`src/rtl/axis_corr_peak.sv`:
```
// axis_corr_peak: saturating-magnitude peak picker for the bit correlator stream.
// Each accepted beat carries NUM_PARALLEL signed samples. A beat whose largest
// magnitude reaches the threshold opens a SEARCH_BEATS-long window. The window
// tracks the earliest largest sample and emits one {index, magnitude} report,
// then ignores DEAD_BEATS beats.
// Handshake: a transfer happens on a rising edge where valid and ready are both
// high. Valid never waits on ready. Data is held stable while valid is high and
// ready is low.
module axis_corr_peak #(
    parameter int NUM_PARALLEL = 8,
    parameter int SLAVE_WIDTH  = 128,
    parameter int INDEX_WIDTH  = 16,
    parameter int SEARCH_BEATS = 4,
    parameter int DEAD_BEATS   = 2,
    parameter int VALUE_WIDTH  = SLAVE_WIDTH / NUM_PARALLEL,
    parameter int MASTER_WIDTH = INDEX_WIDTH + VALUE_WIDTH
) (
    input  logic                    clk,
    input  logic                    rst,
    input  logic [VALUE_WIDTH-1:0]  threshold,
    input  logic                    s_axis_tvalid,
    output logic                    s_axis_tready,
    input  logic [SLAVE_WIDTH-1:0]  s_axis_tdata,
    output logic                    m_axis_tvalid,
    input  logic                    m_axis_tready,
    output logic [MASTER_WIDTH-1:0] m_axis_tdata
);

    localparam int LANE_W = (NUM_PARALLEL > 1) ? $clog2(NUM_PARALLEL) : 1;
    localparam int WIN_W  = $clog2(SEARCH_BEATS + 1);
    localparam int DEAD_W = (DEAD_BEATS > 0) ? $clog2(DEAD_BEATS + 1) : 1;

    localparam logic [VALUE_WIDTH-1:0] MAG_MIN_NEG = {1'b1, {(VALUE_WIDTH-1){1'b0}}};
    localparam logic [VALUE_WIDTH-1:0] MAG_MAX_POS = {1'b0, {(VALUE_WIDTH-1){1'b1}}};
    localparam logic [WIN_W-1:0]       WIN_LAST    = WIN_W'(SEARCH_BEATS);
    localparam logic [DEAD_W-1:0]      DEAD_LAST   = DEAD_W'(DEAD_BEATS - 1);
    localparam logic [INDEX_WIDTH-1:0] BEAT_STEP   = INDEX_WIDTH'(NUM_PARALLEL);

    typedef enum logic [1:0] {
        IDLE    = 2'd0,
        SEARCH  = 2'd1,
        HOLDOFF = 2'd2
    } state_t;

    // Exposed by name so checkers can bind to the window state directly.
    state_t state;

    logic                   advance;
    logic [VALUE_WIDTH-1:0] lane_mag [NUM_PARALLEL];
    logic [VALUE_WIDTH-1:0] beat_max;
    logic [LANE_W-1:0]      beat_lane;

    logic [INDEX_WIDTH-1:0] sample_cnt;
    logic                   s1_valid;
    logic [VALUE_WIDTH-1:0] s1_max;
    logic [LANE_W-1:0]      s1_lane;
    logic [INDEX_WIDTH-1:0] s1_base;
    logic [INDEX_WIDTH-1:0] cand_idx;

    logic [WIN_W-1:0]       win_cnt;
    logic [DEAD_W-1:0]      dead_cnt;
    logic [INDEX_WIDTH-1:0] peak_idx;
    logic [VALUE_WIDTH-1:0] peak_mag;
    logic                   close_q;

    // The whole pipe moves only when the report slot is free or being drained.
    assign advance       = ~m_axis_tvalid | m_axis_tready;
    assign s_axis_tready = advance & ~rst;

    // Per-lane absolute value. The most negative code saturates to the largest positive code.
    always_comb begin
        for (int n = 0; n < NUM_PARALLEL; n++) begin
            lane_mag[n] = s_axis_tdata[n*VALUE_WIDTH +: VALUE_WIDTH];
            if (lane_mag[n] == MAG_MIN_NEG) begin
                lane_mag[n] = MAG_MAX_POS;
            end else if (lane_mag[n][VALUE_WIDTH-1]) begin
                lane_mag[n] = ~lane_mag[n] + 1'b1;
            end
        end
    end

    // Largest magnitude in the beat. A strict compare keeps the lowest lane on ties.
    always_comb begin
        beat_max  = lane_mag[0];
        beat_lane = '0;
        for (int n = 1; n < NUM_PARALLEL; n++) begin
            if (lane_mag[n] > beat_max) begin
                beat_max  = lane_mag[n];
                beat_lane = LANE_W'(n);
            end
        end
    end

    // Stage 1: register the beat maximum with its base sample index and advance the counter.
    always_ff @(posedge clk) begin
        if (rst) begin
            sample_cnt <= '0;
            s1_valid   <= 1'b0;
            s1_max     <= '0;
            s1_lane    <= '0;
            s1_base    <= '0;
        end else if (advance) begin
            s1_valid <= s_axis_tvalid;
            if (s_axis_tvalid) begin
                s1_max     <= beat_max;
                s1_lane    <= beat_lane;
                s1_base    <= sample_cnt;
                sample_cnt <= sample_cnt + BEAT_STEP;
            end
        end
    end

    // The index may wrap inside a beat; the sum is taken modulo 2^INDEX_WIDTH.
    assign cand_idx = s1_base + INDEX_WIDTH'(s1_lane);

    // Stage 2: trigger, windowed peak search and dead-time holdoff.
    always_ff @(posedge clk) begin
        if (rst) begin
            state    <= IDLE;
            win_cnt  <= '0;
            dead_cnt <= '0;
            peak_idx <= '0;
            peak_mag <= '0;
            close_q  <= 1'b0;
        end else if (advance) begin
            close_q <= 1'b0;
            if (s1_valid) begin
                case (state)
                    IDLE: begin
                        if (s1_max >= threshold) begin
                            peak_idx <= cand_idx;
                            peak_mag <= s1_max;
                            win_cnt  <= WIN_W'(1);
                            if (SEARCH_BEATS == 1) begin
                                close_q  <= 1'b1;
                                dead_cnt <= '0;
                                state    <= (DEAD_BEATS > 0) ? HOLDOFF : IDLE;
                            end else begin
                                state <= SEARCH;
                            end
                        end
                    end
                    SEARCH: begin
                        win_cnt <= win_cnt + 1'b1;
                        // Strictly greater so the earliest peak survives ties.
                        if (s1_max > peak_mag) begin
                            peak_idx <= cand_idx;
                            peak_mag <= s1_max;
                        end
                        if (win_cnt + 1'b1 == WIN_LAST) begin
                            close_q  <= 1'b1;
                            dead_cnt <= '0;
                            state    <= (DEAD_BEATS > 0) ? HOLDOFF : IDLE;
                        end
                    end
                    HOLDOFF: begin
                        if (dead_cnt == DEAD_LAST) begin
                            state <= IDLE;
                        end else begin
                            dead_cnt <= dead_cnt + 1'b1;
                        end
                    end
                    default: begin
                        state <= IDLE;
                    end
                endcase
            end
        end
    end

    // Output slot: load the closed window's peak and hold it until the handshake.
    always_ff @(posedge clk) begin
        if (rst) begin
            m_axis_tvalid <= 1'b0;
            m_axis_tdata  <= '0;
        end else if (advance) begin
            if (close_q) begin
                m_axis_tvalid <= 1'b1;
                m_axis_tdata  <= {peak_idx, peak_mag};
            end else begin
                m_axis_tvalid <= 1'b0;
            end
        end
    end

endmodule

```
`config.mk`:
```
export PLATFORM = sky130hd
export DESIGN_NAME = axis_corr_peak
export DESIGN_NICKNAME = d
export VERILOG_FILES = /design/src/rtl/axis_corr_peak.sv
export SDC_FILE = /design/constraint.sdc
export NUM_CORES = 1
export LEC_CHECK = 0
export ABC_AREA = 1
export BUFFER_PORTS_ARGS = -buffer_cell sky130_fd_sc_hd__buf_2
export CORE_MARGIN = 4
export CORE_UTILIZATION = 25
export CTS_CLUSTER_DIAMETER = 200
export DETAILED_ROUTE_END_ITERATION = 10
export GPL_ROUTABILITY_DRIVEN = 0
export SETUP_SLACK_MARGIN = 0.2
export SKIP_LAST_GASP = 1
export SYNTH_ARGS = -nofsm -noshare
export SYNTH_HDL_FRONTEND = slang
export SYNTH_SLANG_ARGS = --single-unit
```
`constraint.sdc`:
```
create_clock -name clk -period 37.1 [get_ports clk]
set_input_delay 5.565 -clock clk [delete_from_list [all_inputs] [get_ports clk]]
set_output_delay 5.565 -clock clk [all_outputs]
set_load 0.05 [all_outputs]
```
# ---- Yosys cells after proc, flatten, opt, wreduce, memory -nomap -nowiden
# Cells that the tools add are included.
dict set report totals {
  register_bits 125
  word_cells 121
  inputBits 148
}
dict set report classes {
  n_reduce_logical 9
  mux 49
  n_addsub 12
  order_cmp 9
  n_bitwise 12
  eq_ne 17
}
# operator n
set ops {}
lappend ops {{$mux 16} 27}
lappend ops {{$add 16x1->16 const B} 8}
lappend ops {{$eq 16x16->1 const B} 8}
lappend ops {{$gt 16x16->1} 8}
lappend ops {{$not 16->16} 8}
lappend ops {{$pmux 16 s2} 2}
lappend ops {{$mux 3} 7}
lappend ops {{$add 16x3->16} 1}
lappend ops {{$add 16x4->16 const B} 1}
lappend ops {{$ge 16x16->1} 1}
lappend ops {{$reduce_and 5->1} 3}
lappend ops {{$mux 2} 5}
lappend ops {{$ne 2x2->1 const B} 5}
lappend ops {{$pmux 2 s3} 1}
lappend ops {{$pmux 3 s2} 1}
lappend ops {{$mux 1} 5}
lappend ops {{$eq 2x1->1 const B} 2}
lappend ops {{$pmux 2 s2} 1}
lappend ops {{$reduce_and 2->1} 2}
lappend ops {{$reduce_and 4->1} 1}
lappend ops {{$reduce_bool 2->1} 2}
lappend ops {{$add 3x1->3 const B} 1}
lappend ops {{$eq 3x3->1 const B} 1}
lappend ops {{$add 2x1->2 const B} 1}
lappend ops {{other kinds (5)} 6}

# ---- Depth between registers and ports, before layout
# Gate-level depths: netlist (run 1).
dict set report depth {
  word_depth 18
  ltp_mapped 104
  mapped_depth_nobuf 99
}

# ---- Worst setup path before layout (run 1)
# No wires, ideal clock.
dict set report synth_timing {
  path_type {input -> register}
  start {in s_axis_tdata[1]}
  end {reg s1_max[1]}
  required_ps 36962
  stages 96
  setup_ps 138
  path_slack_ps 19772
  arrival_time_ps 17190
  path_cell_list {nor3_1 nand2_1 nor2_1 inv_1 nor2_1 nand2_1 inv_1 nand3_1 nor3_1 nand2_1 inv_1 nand3_1 ha_1 nand2_1 inv_1 nand3_1 nor2_1 nand4_2 (+60 left out) o211ai_1 nand2_2 inv_1 clkbuf_1 nand2_1 and2_1 ha_1 nand2_1 o21a_1 o221ai_1 nand2_1 o2111ai_1 nand2_1 clkbuf_1 o21ai_0 inv_1 nand2_1 a21oi_2}
}
dict set report synth_via {
  elab_chain_cells 18
  word_cells_on_any_way 19
}
# item line
set synth_rtl {}
lappend synth_rtl {{start, declared} 23} ;# input logic [SLAVE_WIDTH-1:0] s_axis_tdata,
lappend synth_rtl {{$not 16->16} 77} ;# lane_mag[n] = ~lane_mag[n] + 1'b1;
lappend synth_rtl {{$add 16x1->16} 77}
lappend synth_rtl {{$mux 16} 76} ;# end else if (lane_mag[n][VALUE_WIDTH-1]) begin
lappend synth_rtl {{$mux 16 (*)} 74} ;# if (lane_mag[n] == MAG_MIN_NEG) begin
lappend synth_rtl {{$gt 16x16->1} 87} ;# if (lane_mag[n] > beat_max) begin
lappend synth_rtl {{$mux 16 (*)} 87}
lappend synth_rtl {{$gt 16x16->1} 87}
lappend synth_rtl {{$mux 16 (*)} 87}
lappend synth_rtl {{(+2 left out)} --}
lappend synth_rtl {{$gt 16x16->1} 87}
lappend synth_rtl {{$mux 16 (*)} 87}
lappend synth_rtl {{$gt 16x16->1} 87}
lappend synth_rtl {{$mux 16 (*)} 87}
lappend synth_rtl {{$gt 16x16->1} 87}
lappend synth_rtl {{$mux 16 (*)} 87}
lappend synth_rtl {{$gt 16x16->1} 87}
lappend synth_rtl {{$mux 16 (*)} 87}
lappend synth_rtl {{end signal, assigned} 105} ;# s1_max <= beat_max;
lappend synth_rtl {{end, declared} 55} ;# logic [VALUE_WIDTH-1:0] s1_max;
# Every way passes the cells marked *; elsewhere a longest branch is shown, timed or not.
# A chain may end at the register's enable or synchronous reset.

# ---- Worst setup path in the final report (run 1)
dict set report layout_timing {
  start {in s_axis_tdata[1]}
  end {reg s1_lane[1]}
}
dict set report layout_via {
  elab_chain_cells 18
  word_cells_on_any_way 24
}
# item line
set layout_rtl {}
lappend layout_rtl {{$not 16->16} 77}
lappend layout_rtl {{$add 16x1->16} 77}
lappend layout_rtl {{$mux 16} 76}
lappend layout_rtl {{$mux 16 (*)} 74}
lappend layout_rtl {{$gt 16x16->1} 87}
lappend layout_rtl {{$mux 16 (*)} 87}
lappend layout_rtl {{$gt 16x16->1} 87}
lappend layout_rtl {{$mux 16} 87}
lappend layout_rtl {{(+2 left out)} --}
lappend layout_rtl {{$gt 16x16->1} 87}
lappend layout_rtl {{$mux 16} 87}
lappend layout_rtl {{$gt 16x16->1} 87}
lappend layout_rtl {{$mux 16} 87}
lappend layout_rtl {{$gt 16x16->1} 87}
lappend layout_rtl {{$mux 16} 87}
lappend layout_rtl {{$gt 16x16->1} 87}
lappend layout_rtl {{$mux 3 (*)} 87}
lappend layout_rtl {{end signal, assigned} 106} ;# s1_lane <= beat_lane;
lappend layout_rtl {{end, declared} 56} ;# logic [LANE_W-1:0] s1_lane;
# Marks and branches as above.

==> run_results.csv, run 1 <==
group,metric,value,unit
timing,slew_headroom,36.4,%
yosys,yosysMostFrequentCell,"nand2_1",
clocking,cts_htree_levels,4,
yosys,synthXorXnorAreaFrac,4.67,%
timing,worst_pin_slew,0.951,ns
finish,drive_above_1_share,17.2,%
die,chipHeight,234,um
clocking,cts_resized,0,
pwr,vdd_drop_max,66.6,uV
routing,drc_errors,0,
die,io_pins,182,
timing,clock_skew,0.00684,ns
global_route,gr-usage-all-layers,13.6,%
clocking,clock_sinks,119,
pwr,p_int,554,uW
yosys,synthCells,1971,
worst_setup_path,worstSetupPathType,"in -> reg",
pwr,power,1.19,mW
yosys,yosysSeqAreaShare,18.7,%
timing,final_hold_viol_count,0,
yosys,synth_top_area_share,18.7,%
finish,area_delta_synth_final,16.5,%
routing,drt-pass1-iter-count,5,
die,start_util,25.3,%
yosys,synth_area_leaders,"dfxtp_1 (19%), ha_1 (15%), nand2_1 (12%)",
timing,period_needed,20.81,ns
yosys,synth_area_leader_cell,"dfxtp_1",
clocking,hold_buffers,0,
run_status,status,"finished, final reports clean",
routing,avgRoutedWirePerCell,13.6,um
global_route,grt_pass1_vias,11900,
routing,ant_nets,0,
yosys,synth_top_family_by_area,"simple AND/OR/NAND/NOR gates",
worst_setup_path,path_delay_family,"simple AND/OR/NAND/NOR gates",
yosys,synthDistinctLibCells,53,
worst_setup_path,cpMostUsedCell,"nand2_1",
pwr,powerDensity,80.2,nW/um2
yosys,synthTopCellsByCount,"nand2_1 (410), inv_1 (225), nor2_1 (183)",
die,fp-row-count,82,
timing,setup_viol,0,
global_route,antenna_found_initial,11,
clocking,numCtsBuffers,17,
timing,slew_violations,0,
die,core-area,50300,um2
worst_setup_path,cp_num_buf_inv,13,
pwr,p_clk_share,13.7,%
finish,final_nets,2411,
pwr,p_comb_share,73.6,%
routing,routed_wl,38100,um
worst_setup_path,critPathMaxFanout,34,
worst_setup_path,startpoint_type,"input pin",
placement,dp_hpwl,32000,um
yosys,synth_fa_ha_area_share,15.1,%
pwr,p_sw_share,53.4,%
clocking,cts_tree,"built",
worst_setup_path,cp_data_arrival_time,21.10,ns
timing,rsz0062_at_grt,"no",
run,drv_cap,0,
routing,drtIter0Drc,585,
die,die_w,234,um
global_route,grt.overflow.total,0,
worst_setup_path,cp_data_required_time,37.39,ns
yosys,ys_warn_count,0,
worst_setup_path,cp_slowest_cell,"nand2_1",
worst_setup_path,endpoint_kind,"register",
yosys,ys_async_sr_fraction,0,%
yosys,avgSynthCellArea,6.47,um2
placement,io_buffers,181,
timing,fin_setup_tns,0,ns
timing,fin_crit_sh,56.1,%
yosys,synth_edf_count,0,
hold_path,hp-class,"reg -> reg",
clocking,cts.clk_slew.worst_paths,0.06,ns
clocking,root_buffer,"clkbuf_16",
global_route,grt_max_degree,65,
timing,max_freq,0.0481,GHz
clocking,clk_latency,0.41,ns
routing,avgViaCountPerCell,4.57,
pwr,switchingPower,636,uW
yosys,ys_seq_elements,119,
yosys,ys.flop_type,"dfxtp_1",
pwr,p_seq_share,12.7,%
worst_setup_path,cp_slowest_stage_delay,0.71,ns
routing,num_vias,12800,
yosys,synth_simple_gate_area_share,34.6,%
yosys,synth_compound_area_share,17.6,%
yosys,syn_nets,2273,
global_route,grt_pass1_wl,60700,um
finish,final_core_util,29.5,%
pwr,p_leak,7.22,nW
yosys,synth.area.mux_share,0,%
clocking,cts_max_path_buffers,2,
clocking,cts_setup_buffers,0,
yosys,syn_area,12700,um2
die,die_area,54700,um2
-- sequential cells by signal, summed over array words and instances, names as in the netlist, 3 cells and up --
signal,cells
m_axis_tdata,32
peak_idx,16
peak_mag,16
s1_base,13
s1_lane,3
s1_max,16
sample_cnt,13
win_cnt,3
-- metrics by stage --
step           instance area (um2)  setup slack [ns]  hold slack [ns]  cells
6_report                     14800             16.29            0.456   2800
5_1_grt                      14800             14.41            0.473   2797
4_1_cts                      14800             16.38            0.453   2794
3_5_place_dp                 14200             15.96            0.446   2762
3_3_place_gp                 14200             16.08            0.443   2762
2_1_floorplan                12700             19.77            0.430   1971
-- tightest hold or removal path, delay by kind of cell, from the launching register on --
family | cells | cell delay (ns)
DFF | 1 | 0.29
AOI/OAI and AO/OA | 1 | 0.06
buffers and inverters | 1 | 0.06
-- cells in the final DEF (no fill, tap or decap), drive strengths merged, types with 9 or more instances in the layout --
master / count
nand2: 447
inv: 243
nor2: 186
buf: 186
a21oi: 179
o21ai: 155
ha: 154
nand3: 136
dfxtp: 119
nor3: 67
xor2: 40
xnor2: 28
and2: 28
nand4: 25
or2: 18
clkbuf: 17
a211oi: 15
o21a: 15
nor3b: 11
o211ai: 9
-- worst paths after layout --
kind / from / endpoint / slack [ns] / depth (start not counted)
min reg2reg: peak_idx[12] / peak_idx[12] / 0.46 / 2
min: peak_idx[12] / peak_idx[12] / 0.46 / 2
max reg2reg: s1_max[0] / peak_mag[1] / 33.26 / 19
max: s_axis_tdata[1] / s1_lane[1] / 16.29 / 86
-- per-layer routing --
| layer | global-route usage [%] | part of all wire (%) | vias up |
|---|---|---|---|
| met1 | 17.7 | 46 | 5622 |
| met3 | 2.22 | 5.7 | 38 |
| met5 | 0 | 0.16 | - |
| met4 | 2.56 | 1.4 | 10 |
| met2 | 23.8 | 47 | 286 |
| li1 | - | - | 6843 |
-- power groups by stage --
stage	sequential (mW)	combinational, mW	clock [mW]
3_3_place_gp	0.153	0.863	0
3_5_place_dp	0.154	0.870	0
5_1_grt	0.152	1.00	0.173
6_report	0.151	0.876	0.163
4_1_cts	0.151	0.873	0.167
2_1_floorplan	0.150	0.679	0
-- cell type report --
type	instances	area, um2
Antenna cell	6	15.0
Inverter	236	891
Timing Repair Buffer	186	943
Tap cell	672	841
Clock inverter	15	160
Clock buffer	17	425
Sequential cell	119	2380
Fill cell	5690	35400
Multi-Input combinational cell	1549	9180
-- logic make-up (layout without fill, tap and decap cells) --
| logic type | count (synthesis) | count (layout) |
|---|---|---|
| buf+inv | 303 | 454 |
| simple gates | 932 | 932 |
| compound gates | 395 | 395 |
| xor+xnor | 68 | 68 |
| fa+ha+maj | 154 | 154 |
| other cells | 0 | 6 |
| flops | 119 | 119 |
Note: power is estimated with default switching activity, not from simulation.
==> run 2, diff against run 1 <==
Settings changed: ABC_AREA 1 to 0.
Clock period 37.1 ns to 19.05 ns, I/O delays scaled along.
==> run 2 against run 1 <==
Compared with the run above:
- clock power grew 100%
- sequential share of layout area down 0.93 points
- clock skew about the same
- final cell count is 5.5% lower
==> run_results.csv, run 2 <==
group,metric,value,unit
finish,final_nets,2260,
clocking,cts_max_path_buffers,2,
pwr,p_clk_share,13.0,%
pwr,p_int,1.34,mW
run,drv_cap,0,
clocking,hold_buffers,0,
run_status,status,"finished, final reports clean",
clocking,clk_latency,0.41,ns
global_route,grt_pass1_wl,67200,um
worst_setup_path,cp_slowest_stage_delay,0.53,ns
pwr,p_seq_share,11.5,%
placement,dp_slack,-0.329,ns
finish,instances_no_fill,2647,
worst_setup_path,startpoint_type,"input pin",
timing,layout_setup_ws,0.872,ns
yosys,ys.flop_type,"dfxtp_1",
pwr,p_leak,6.96,nW
hold_path,hp-class,"reg -> reg",
pwr,p_sw_share,47.1,%
routing,num_vias,13500,
timing,period_needed,18.18,ns
placement,placed_cell_area,14600,um2
finish,fillCellCount,5372,
routing,avgRoutedWirePerCell,16.6,um
yosys,ys_seq_elements,119,
worst_setup_path,reg2reg_depth,14,
worst_setup_path,worstSetupPathType,"in -> reg",
die,fp-row-count,82,
clocking,clock_sinks,119,
placement,dp_hpwl,35800,um
global_route,grt.overflow.total,0,
yosys,synth_area_leaders,"dfxtp_1 (19%), ha_1 (15%), nand2_1 (8.4%)",
timing,fin_crit_sh,95.4,%
finish,top_register,"m_axis_tdata",
finish,final_core_util,31.4,%
yosys,synth_top_area_share,18.8,%
pwr,vdd_drop_max,127,uV
global_route,antenna_found_initial,5,
global_route,grt_max_degree,71,
timing,rsz0062_at_grt,"no",
worst_setup_path,crit_end,"s1_max[5]",
finish,drive_above_1_share,20.3,%
clocking,numCtsBuffers,17,
worst_setup_path,worstSetupStartpoint,"s_axis_tdata[23]",
timing,setup_viol,0,
yosys,syn_area,12700,um2
worst_setup_path,cp_data_arrival_time,18.51,ns
yosys,avgSynthCellArea,7.14,um2
yosys,ys_async_sr_fraction,0,%
worst_setup_path,reg2reg_to,"peak_idx[2]",
pwr,switchingPower,1.19,mW
timing,worst_pin_slew,1.21,ns
yosys,ys_warn_count,0,
timing,max_freq,0.0550,GHz
routing,drtIter0Drc,951,
pwr,powerDensity,161,nW/um2
routing,drt-pass1-iter-count,5,
die,start_util,25.3,%
clocking,cts_tree,"built",
yosys,synthCells,1776,
routing,routed_wl,44000,um
timing,slew_headroom,19.5,%
worst_setup_path,r2r_start,"s1_max[0]",
yosys,synthDistinctLibCells,75,
die,die_w,233,um
die,die_area,54400,um2
pwr,p_comb_share,75.5,%
timing,fin_setup_tns,0,ns
finish,final_cell_area,15800,um2
clocking,cts_htree_levels,4,
yosys,yosysSeqAreaShare,18.8,%
die,io_pins,182,
worst_setup_path,critPathMaxFanout,10,
worst_setup_path,endpoint_kind,"register",
timing,holdWs,0.448,ns
placement,io_buffers,181,
routing,ant_nets,0,
yosys,synth_area_leader_cell,"dfxtp_1",
finish,area_delta_synth_final,24.2,%
routing,avgViaCountPerCell,5.11,
yosys,synth_edf_count,0,
pwr,power,2.54,mW
routing,drc_errors,0,
clocking,cts.clk_slew.worst_paths,0.06,ns
yosys,synthTopCellsByCount,"nand2_1 (284), a21oi_1 (167), ha_1 (154)",
finish,largest_reg_flops,32,
die,chipHeight,233,um
worst_setup_path,r2r_slack,15.34,ns
clocking,root_buffer,"clkbuf_16",
placement,placed_cells,2585,
yosys,yosysMostFrequentCell,"nand2_1",
finish,final_cell_mix,"nand2_1 (283), buf_2 (180), a21oi_1 (158), ha_1 (148), nor2_1 (129)",
timing,clock_skew,0.00680,ns
global_route,gr-usage-all-layers,15.2,%
worst_setup_path,cp_data_required_time,19.38,ns
worst_setup_path,cpMostUsedCell,"o21a_1",
yosys,syn_nets,2078,
timing,slew_violations,0,
finish,layout_commonest_cell,"nand2_1",
timing,final_hold_viol_count,0,
global_route,grt_pass1_vias,12700,
die,core-area,50200,um2
worst_setup_path,cp_slowest_cell,"or4_4",
==> run 2: routing by layer <==
layer	part of all wire (%)	wire length (um)	vias up	global-route usage, %
met4	1.8	784	2	3.44
li1	-	-	6735	-
met3	5.7	2500	64	2.40
met1	45	19800	6331	20.1
met5	0.016	7	-	0
met2	48	20900	397	25.9
==> run 2: logic make-up after synthesis <==
logic type / count (synthesis) / share of synthesized area [%]
flops: 119 / 18.8
mux: 40 / 3.39
buf+inv: 187 / 5.63
fa+ha+maj: 154 / 15.2
simple gates: 666 / 24.5
xor+xnor: 92 / 6.35
compound gates: 518 / 26.2
==> run 2: worst min-delay path by stage <==
stage                        to  depth (start not counted)  slack, ns             start
5_1_grt        m_axis_tdata[20]                          2       0.47  m_axis_tdata[20]
4_1_cts        m_axis_tdata[16]                          2       0.45       peak_idx[0]
3_3_place_gp   m_axis_tdata[23]                          2       0.44       peak_idx[7]
6_report       m_axis_tdata[13]                          2       0.45  m_axis_tdata[13]
3_5_place_dp   m_axis_tdata[16]                          2       0.44       peak_idx[0]
2_1_floorplan  m_axis_tdata[16]                          2       0.43       peak_idx[0]
==> run 2: area by class of cell <==
type / instances / area, um2 / share of cell area, %
clock buffers: 18 / 439 / 2.79
multi-input cells: 1471 / 10000 / 63.8
diodes: 4 / 10.0 / 0.0635
clock inverters: 14 / 174 / 1.10
flip-flops and latches: 119 / 2380 / 15.1
repair buffers: 251 / 1500 / 9.49
inverters: 98 / 368 / 2.34
well taps: 672 / 841 / 5.34
==> run 2: timing repair <==
action                     CTS  global route
pin swaps                    1            50
hold endpoints to repair     0             0
setup buffers                3            22
cloned                       0             1
setup endpoints to repair   13            19
gates resized for setup      0            79
==> run 2: worst max-delay path: cells and delay by family <==
| kind | cells | cell delay (ns) |
|---|---|---|
| buffers and inverters | 6 | 0.86 |
| AND/OR/NAND/NOR | 22 | 4.09 |
| adder cells (fa/ha/maj) | 7 | 1.99 |
| AO/OA/AOI/OAI | 45 | 7.90 |
| multiplexers | 2 | 0.57 |
| XOR/XNOR | 1 | 0.17 |
==> run 2: power groups by stage <==
| stage | registers, mW | clock network, mW | logic [mW] |
|---|---|---|---|
| floorplan | 0.284 | 0 | 1.22 |
| global placement | 0.295 | 0 | 1.61 |
| detailed placement | 0.296 | 0 | 1.64 |
| CTS | 0.291 | 0.335 | 1.65 |
| global route | 0.293 | 0.348 | 2.08 |
| finish | 0.291 | 0.330 | 1.92 |
